$ cat src/rtl/om_pkg.sv
// om_pkg: shared constants, state encoding and the phase normalisation helper
// for the Oerder-Meyr symbol timing controller.
package om_pkg;

    // 2^16 / (2*pi), rounded; with the fix16_13 phase this maps one full turn to 2^16.
    localparam int unsigned OM_INV_2PI    = 10430;
    localparam int unsigned OM_NORM_SHIFT = 13;
    localparam int unsigned OM_SPS_LOG2   = 2;

    // Controller states, kept as plain constants for compatibility with older blocks.
    typedef logic [1:0] om_state_t;
    localparam om_state_t IDLE  = 2'd0;
    localparam om_state_t ACQ   = 2'd1;
    localparam om_state_t TRACK = 2'd2;

    typedef enum logic {SHIFT_ACQ, SHIFT_TRK} om_shift_t;

    // Timing offset as a fraction of a symbol: -(eps * 10430) >>> 13, wrapped to 16 bits.
    function automatic logic [15:0] om_normalise(input logic signed [15:0] eps);
        logic signed [31:0] prod;
        logic signed [31:0] neg;
        prod = 32'(eps) * $signed(32'(OM_INV_2PI));
        neg  = -prod;
        return 16'(neg >>> OM_NORM_SHIFT);
    endfunction

endpackage

$ cat src/rtl/om_tau_filter.sv
// om_tau_filter: first-order IIR on the circle of symbol phase. The error is
// taken as a signed 16-bit wrapped difference so the filter always moves the
// short way around, and the accumulator wraps modulo one symbol.
module om_tau_filter
    import om_pkg::*;
#(
    parameter int unsigned ACQ_SHIFT = 2,
    parameter int unsigned TRK_SHIFT = 5
) (
    input  logic        clk,
    input  logic        rst_n,
    input  logic [15:0] t,
    input  logic        valid,
    input  logic        load,
    input  om_shift_t   shift_sel,
    output logic [15:0] tau
);

    localparam int unsigned AW       = 16 + TRK_SHIFT;
    localparam int unsigned ACQ_GAIN = TRK_SHIFT - ACQ_SHIFT;

    logic [AW-1:0]        acc_q;
    logic [AW-1:0]        acc_d;
    logic [AW-1:0]        step;
    logic signed [15:0]   d;
    logic signed [AW-1:0] d_ext;

    assign tau = acc_q[AW-1 -: 16];

    // Next accumulator: direct load on the first estimate, otherwise wrap-safe update.
    always_comb begin
        d     = t - tau;
        d_ext = AW'(d);
        step  = (shift_sel == SHIFT_ACQ) ? AW'(d_ext <<< ACQ_GAIN) : AW'(d_ext);
        acc_d = acc_q;
        if (load) begin
            acc_d = AW'(t) << TRK_SHIFT;
        end else if (valid) begin
            acc_d = acc_q + step;
        end
    end

    // Accumulator register.
    always_ff @(posedge clk) begin
        if (!rst_n) begin
            acc_q <= '0;
        end else begin
            acc_q <= acc_d;
        end
    end

endmodule

$ cat src/rtl/om_timing_ctrl.sv
// om_timing_ctrl: turns OM estimator phase into a smoothed symbol timing
// offset and drives per-window sample selection (sym_idx, mu, sym_strobe).
// Optional feature macro: OM_TIMING_SLIP_EN keeps strobe spacing within one
// sample of a symbol when the selected index wraps around the window.
module om_timing_ctrl
    import om_pkg::*;
#(
    parameter int unsigned SPS_LOG2  = OM_SPS_LOG2,
    parameter int unsigned ACQ_SHIFT = 2,
    parameter int unsigned TRK_SHIFT = 5,
    parameter int unsigned ACQ_N     = 8
) (
    input  logic                 clk,
    input  logic                 rst_n,
    input  logic                 din_valid,
    input  logic                 eps_valid,
    input  logic [15:0]          eps,
    output logic [15:0]          tau,
    output logic [SPS_LOG2-1:0]  sym_idx,
    output logic [15-SPS_LOG2:0] mu,
    output logic                 sym_strobe,
    output logic                 locked,
    output logic                 slip_fwd,
    output logic                 slip_bwd
);

    localparam int unsigned AC_W = $clog2(ACQ_N + 1);

    logic [15:0]          t_q;
    logic                 t_vld_q;
    om_state_t            state_q;
    om_state_t            state_d;
    logic [AC_W-1:0]      acq_cnt_q;
    logic [AC_W-1:0]      acq_cnt_d;
    logic [SPS_LOG2-1:0]  cnt_q;
    logic [SPS_LOG2-1:0]  sym_idx_q;
    logic [15-SPS_LOG2:0] mu_q;
    logic                 strobe_q;
    logic                 strobe_d;
    logic                 boundary;
    logic [SPS_LOG2-1:0]  new_idx;
    logic                 load;
    om_shift_t            shift_sel;

    // Stage 1: register the normalised timing offset.
    always_ff @(posedge clk) begin
        if (!rst_n) begin
            t_q     <= '0;
            t_vld_q <= 1'b0;
        end else begin
            t_vld_q <= eps_valid;
            if (eps_valid) begin
                t_q <= om_normalise(eps);
            end
        end
    end

    assign load      = t_vld_q && (state_q == IDLE);
    assign shift_sel = (state_q == TRACK) ? SHIFT_TRK : SHIFT_ACQ;

    om_tau_filter #(
        .ACQ_SHIFT (ACQ_SHIFT),
        .TRK_SHIFT (TRK_SHIFT)
    ) u_filter (
        .clk       (clk),
        .rst_n     (rst_n),
        .t         (t_q),
        .valid     (t_vld_q),
        .load      (load),
        .shift_sel (shift_sel),
        .tau       (tau)
    );

    // Acquisition sequencing: state advances in step with the filter update.
    always_comb begin
        state_d   = state_q;
        acq_cnt_d = acq_cnt_q;
        if (t_vld_q) begin
            case (state_q)
                IDLE: begin
                    state_d   = ACQ;
                    acq_cnt_d = '0;
                end
                ACQ: begin
                    acq_cnt_d = acq_cnt_q + 1'b1;
                    if (acq_cnt_q == AC_W'(ACQ_N - 1)) begin
                        state_d = TRACK;
                    end
                end
                default: ;
            endcase
        end
    end

    // State and acquisition counter registers.
    always_ff @(posedge clk) begin
        if (!rst_n) begin
            state_q   <= IDLE;
            acq_cnt_q <= '0;
        end else begin
            state_q   <= state_d;
            acq_cnt_q <= acq_cnt_d;
        end
    end

    assign boundary = din_valid && (cnt_q == '0);
    assign new_idx  = tau[15 -: SPS_LOG2];

`ifdef OM_TIMING_SLIP_EN
    localparam logic [SPS_LOG2-1:0] IDX_MAX = '1;

    logic fwd_wrap;
    logic bwd_wrap;
    logic slip_fwd_q;
    logic slip_bwd_q;

    assign fwd_wrap = boundary && (sym_idx_q == IDX_MAX) && (new_idx == '0);
    assign bwd_wrap = boundary && (sym_idx_q == '0) && (new_idx == IDX_MAX);

    // Slip pulses are reported at the boundary that applied the wrap.
    always_ff @(posedge clk) begin
        if (!rst_n) begin
            slip_fwd_q <= 1'b0;
            slip_bwd_q <= 1'b0;
        end else begin
            slip_fwd_q <= fwd_wrap && (state_q != IDLE);
            slip_bwd_q <= bwd_wrap && (state_q != IDLE);
        end
    end

    assign slip_fwd = slip_fwd_q;
    assign slip_bwd = slip_bwd_q;
`else
    assign slip_fwd = 1'b0;
    assign slip_bwd = 1'b0;
`endif

    // Strobe decision; at a boundary the freshly applied index is the one that counts.
    always_comb begin
        strobe_d = 1'b0;
        if (din_valid && (state_q != IDLE)) begin
            if (boundary) begin
`ifdef OM_TIMING_SLIP_EN
                // Forward wrap drops the cnt=0 strobe; backward wrap inserts one.
                strobe_d = ((new_idx == '0) && !fwd_wrap) || bwd_wrap;
`else
                strobe_d = (new_idx == '0);
`endif
            end else begin
                strobe_d = (cnt_q == sym_idx_q);
            end
        end
    end

    // Window counter, index application and registered strobe.
    always_ff @(posedge clk) begin
        if (!rst_n) begin
            cnt_q     <= '0;
            sym_idx_q <= '0;
            mu_q      <= '0;
            strobe_q  <= 1'b0;
        end else begin
            strobe_q <= strobe_d;
            if (din_valid) begin
                cnt_q <= cnt_q + 1'b1;
            end
            if (boundary) begin
                {sym_idx_q, mu_q} <= tau;
            end
        end
    end

    assign sym_idx    = sym_idx_q;
    assign mu         = mu_q;
    assign sym_strobe = strobe_q;
    assign locked     = (state_q == TRACK);

endmodule

$ cat config.mk
export PLATFORM = sky130hd
export DESIGN_NAME = om_timing_ctrl
export DESIGN_NICKNAME = d
export VERILOG_FILES = /design/src/rtl/om_pkg.sv /design/src/rtl/om_tau_filter.sv /design/src/rtl/om_timing_ctrl.sv
export SDC_FILE = /design/constraint.sdc
export NUM_CORES = 1
export LEC_CHECK = 0
export ABC_AREA = 1
export CAP_MARGIN = 20
export CORE_AREA = 2 2 185 187
export DETAILED_ROUTE_END_ITERATION = 8
export DIE_AREA = 0 0 187 189
export HOLD_SLACK_MARGIN = 0.1
export PLACE_DENSITY = 0.49
export SYNTH_ARGS = -nofsm -noshare
export SYNTH_HDL_FRONTEND = slang
export SYNTH_SLANG_ARGS = --single-unit
$ cat constraint.sdc
create_clock -name clk -period 8.36 [get_ports clk]
set_input_delay 0.836 -clock clk [delete_from_list [all_inputs] [get_ports clk]]
set_output_delay 0.836 -clock clk [all_outputs]
set_load 0.005 [all_outputs]
======== After elaboration in Yosys (flattened, before gate mapping) ========
Index checks and enable logic that the tools add are counted.
word-level totals
  flip-flop bits (word level) ............. 63
  output and inout port bits .............. 36
  logic and storage cells ................. 43
operators by class
  add/subtract/negate cells ............... 5
  multiply operators ...................... 1
  equality and inequality tests ........... 5
  multiplexer cells ....................... 8
  bitwise gates (word level) .............. 1
  reductions and logical operators ........ 13
operators with widths
  cell                                                  count
  2-to-1 mux 21 bit                                     2
  negation 29 bit                                       1
  multiplier 16 x 14 -> 28 bit (second input constant)  1
  adder 21 bit                                          1
  2-to-1 mux 18 bit                                     1
  subtractor 16 bit                                     1
  one-hot mux 4 bit (2 select lines)                    1
  logical NOT 2 bit                                     3
  nonzero test 2 bit                                    3
  adder 4 x 1 -> 4 bit (second input constant)          1
  equality test 4 x 3 -> 1 bit (second input constant)  1
  one-hot mux 2 bit (2 select lines)                    1
  AND reduction 2 bit                                   2
  logical AND 1 bit                                     3
  AND reduction 3 bit                                   1
  adder 2 x 1 -> 2 bit (second input constant)          1
  equality test 2 x 1 -> 1 bit (second input constant)  1
  equality test 2 bit                                   1
  equality test 2 bit (second input constant)           1
  2-to-1 mux 1 bit                                      2
  2-to-1 mux 2 bit                                      1
  inequality test 2 bit (second input constant)         1
  OR reduction 2 bit                                    1
  inverter 1 bit                                        1

======== Logic depth before layout (Yosys ltp) ========
  word-level depth ........................ 6
  gate-level depth with buffers ........... 32
  mapped depth without buffers ............ 32

======== By module ========
Synthesis repeated with hierarchy kept, for this count alone.
unflattened totals
  cell total of the unflattened synthesis .. 1613
  area, all modules ....................... 10801.6 um^2
modules (own cells, without submodules)
  module          instances  cells an instance  area an instance (um^2)  seq. area each (um^2)
  om_timing_ctrl  1          1118               7704.9                   840.8
  om_tau_filter   1          495                3096.7                   420.4

======== Worst setup path after synthesis ========
OpenSTA, ideal clock, no wires.
  path type ............................... input-to-reg
  start point ............................. in eps[15]
  end point ............................... reg t_q[15]
  library setup time ...................... 126 ps
  data arrival time ....................... 6103 ps
  data required time ...................... 8234 ps
  setup slack ............................. 2131 ps
  cell stages on the path ................. 27
  path buffers ............................ 1
  cells stage by stage .................... buf_1 inv_1 fa_1 xnor2_1 xor2_1 inv_1 ha_1 fa_1 fa_1 inv_1 fa_1 inv_1 ha_1 nand2_1 inv_1 nand2_1 nand2_1 a21oi_1 nand2_1 nand2_2 nand2_2 nor2_1 nand2_1 nor2_1 nand3_1 nand2_1 a21oi_2
between the ends
  word-level cells in the longest chain between the ends .. 2
RTL lines
  element                       line                  source
  start, declared               om_timing_ctrl.sv:17  input logic [15:0] eps,
  multiplier 16 x 14 -> 28 bit  om_pkg.sv:22          prod = 32'(eps) * $signed(32'(OM_INV_2PI));
  negation 29 bit               om_pkg.sv:23          neg = -prod;
  end signal, assigned          om_timing_ctrl.sv:53  t_q <= om_normalise(eps);
  end, declared                 om_timing_ctrl.sv:29  logic [15:0] t_q;
Every way passes these cells.
A chain may end at the register's enable or synchronous reset.

======== Worst setup path in the final report ========
  start point ............................. in eps[7]
  end point ............................... reg t_q[10]
Same word-level chain as after synthesis.

==> summary.md <==
| Metric | Value |
|---|---|
| Critical-path top delay cell | `clkdlybuf4s50_1` |
| IO Port Bufs | `53` |
| Clock sink count | `63` |
| Vias post-DR | `9362` |
| Run status | `completed` |
| Largest stage delay, worst path | `0.64 ns` |
| Most common flop cell mapped by yosys | `dfxtp_1` |
| Max capacitance violation total | `0` |
| Final setup viols | `0` |
| Global-route wire length before repair | `46.1 mm` |
| CTS tree | `done` |
| Worst skew pair latency | `~0.35 ns` |
| Final core area utilization | `35.5%` |
| Deepest level of the CTS H-tree | `3` |
| TNS Setup | `0 ns` |
| Num CTS Buffers | `9` |
| Total global routing overflow | `0` |
| Die X | `around 190 um` |
| Number of distinct library cell variants in the gate-level netlist after synthesis | `46` |
| Cells after synthesis | `roughly 1600` |
| Global-route total usage across every layer | `15.9%` |
| Final period util | `79.2%` |
| Post-DRT Antenna Nets | `0` |
| DRC marker count from the first detailed-route iteration | `414` |
| Initial Util | `31.8%` |
| Max_slew headroom | `about 36%` |
| Post-detailed-route via-to-cell ratio | `4.58` |
| Startpoint Class | `input pin` |
| Async S/R FF share, synth | `0%` |
| Slew @ Worst Pin | `~0.96 ns` |
| Worst-path maximum fanout | `5` |
| Layout Nets | `between 1500 and 2000` |
| Number of enable flip-flop cells after synthesis | `0` |
| Worst EP arrival | `6.87 ns` |
| Drt total wl | `27.4 mm` |
| Core outline area | `0.0333 mm^2` |
| Achievable frequency | `~0.15 GHz` |
| Worst EP required | `8.60 ns` |
| Share of the yosys chip area belonging to registers | `a little under an eighth` |
| TritonRoute pass-1 iters | `7` |
| Weighted congestion reported at the end of routability-driven placement | `0.887` |
| Number of global-route vias before repair | `9419` |
| Count of inserted antenna diode cells | `0` |
| # Post-CTS Setup Buffers | `0` |
| Area of the die | `0.0353 mm^2` |
| Row cnt | `67` |
| Growth of design area from synthesis to finish | `11.7%` |
| Worst-path clk slew | `0.06 ns` |
| Hold_buf cts | `0` |
| Critical path start-end classification | `in2reg` |
| Die height | `189 um` |
| Max Buffers Root-to-Sink | `2` |
| Post-Synthesis Mean Instance Area | `6.78 um^2` |
| DRC errors left | `0` |
| Hold WC Path Type | `reg2reg` |
| Tmin final | `6.62 ns` |
| Total of flip-flops plus latches after synthesis | `63` |
| Number of antenna violations at the first check in global routing | `0` |
| Element type at the critical path end | `register` |
| Largest net degree at the start of global routing | `34` |
| Post-Syn Area | `0.0106 mm^2` |
| Final count of pins violating max slew | `0` |
| Hpwl dp | `23.6 mm` |
| Gates resized, CTS repair | `0` |
| Average detailed-routed wire length per instance | `around 13 um` |
| Clock tree root driver cell | `clkbuf_16` |
| Boundary pin count | `56` |
| Most frequent CP cell | `inv_1` |
| Share of final-layout standard cells stronger than drive strength 1 | `6.02%` |
| Final Hold Fails | `0` |
| Setup repair after global routing missed its margin | `false` |
| Warning count from the yosys run | `0` |
| Setup Skew | `approximately 0.0096 ns` |
## per-stage QoR
stage	hold WS (ns)	cell area, um^2	setup WS [ns]	std cells
2_1_floorplan	0.445	10600	2.13	1561
3_3_place_gp	0.459	11500	1.43	2026
3_5_place_dp	0.476	11500	1.38	2026
4_1_cts	0.486	11800	1.74	2042
5_1_grt	0.517	11800	1.28	2042
6_report	0.481	11800	1.74	2042
## kinds of logic after synthesis
kind of cell	count (synthesis)	share of synthesized area (%)
AOI/OAI and AO/OA	210	11.0
xor gates and xnor gates	54	4.47
adders and majority gates	215	31.8
buffers and inverters	391	14.5
DFF	63	11.9
other	1	0.0354
and+or+nand+nor	626	26.2
## Yosys cell counts, types with 2 or more instances
cell type / n / area [um^2]
nand2_1: 358 / 1340
inv_1: 330 / 1240
ha_1: 125 / 1560
a21oi_1: 100 / 500
nor2_1: 92 / 345
fa_1: 90 / 1800
nand3_1: 75 / 375
dfxtp_1: 63 / 1260
o21ai_0: 62 / 310
xor2_1: 35 / 307
nand4_1: 26 / 163
clkbuf_1: 21 / 78.8
nand2_2: 20 / 125
xnor2_1: 19 / 166
buf_4: 18 / 135
inv_2: 18 / 67.6
a31oi_1: 14 / 87.6
nor3_1: 12 / 60.1
nor2_4: 8 / 90.1
nand3_2: 7 / 70.1
nor2_2: 7 / 43.8
or2_2: 7 / 43.8
a21boi_0: 6 / 45.0
nand3b_1: 6 / 45.0
a21oi_2: 5 / 43.8
a211oi_1: 4 / 30.0
a21o_1: 3 / 22.5
and2_1: 3 / 18.8
o21bai_1: 3 / 22.5
o311ai_0: 3 / 26.3
clkinv_1: 2 / 7.51
nor4_1: 2 / 12.5
o21a_1: 2 / 15.0
o21ai_1: 2 / 10.0
## area by class of cell
class                      count  area (um^2)
multi-input combinational   1107         7790
fill                        3663        21500
tap                          448          561
timing repair buffer          58          568
sequential                    63         1260
inverter                     350         1310
clock inverter                 7          104
clock buffer                   9          225
## path summary, 6_finish.rpt
kind                      from                 end  slack (ns)  depth (start not counted)
max reg2reg  u_filter.acc_q[5]  u_filter.acc_q[18]        3.45                         22
min reg2reg  u_filter.acc_q[0]   u_filter.acc_q[0]        0.48                          2
max                     eps[7]             t_q[10]        1.74                         30
min          u_filter.acc_q[0]   u_filter.acc_q[0]        0.48                          2
## registers in the layout, summed over array words and instances, names as in the netlist
register,cells
t_vld_q,1
mu,14
sym_idx,2
state_q,2
u_filter.acc_q,21
t_q,16
acq_cnt_q,4
cnt_q,2
sym_strobe,1
## layout by cell type (no fill, tap or decap), drive strengths merged
master / n
clkbuf: 9
a21oi: 105
o21a: 2
inv: 350
o21ai: 64
conb: 2
a211oi: 4
a21o: 3
a311oi: 1
dfxtp: 63
xnor2: 19
nand4: 26
o2111ai: 1
a2111oi: 1
or2: 7
nand3: 83
clkdlybuf4s50: 53
nand3b: 6
o21bai: 3
o211a: 1
a31o: 1
and2: 3
nand2: 378
a31oi: 14
nor3: 13
o311ai: 3
clkinv: 5
bufinv: 2
nor2: 107
nor4: 2
a21boi: 6
o31ai: 1
fa: 90
buf: 5
xor2: 35
ha: 125
nor3b: 1
## metal layers
layer  track usage [%]  routed length [um]  vias up
met5                 0                   0        -
met4              5.10                 734        0
met3              1.26                 613       39
met2              29.2               13300      135
met1              19.7               12800     4279
li1                  -                   -     4909
## critical path: cells and delay by family
| family | cells | cell delay, ns |
|---|---|---|
| adders and majority gates | 7 | 3.19 |
| and+or+nand+nor | 13 | 1.54 |
| buffers and inverters | 10 | 1.32 |
Power is not shown: default switching activity piles up to over one toggle a cycle in this logic, so the estimate is an artifact.
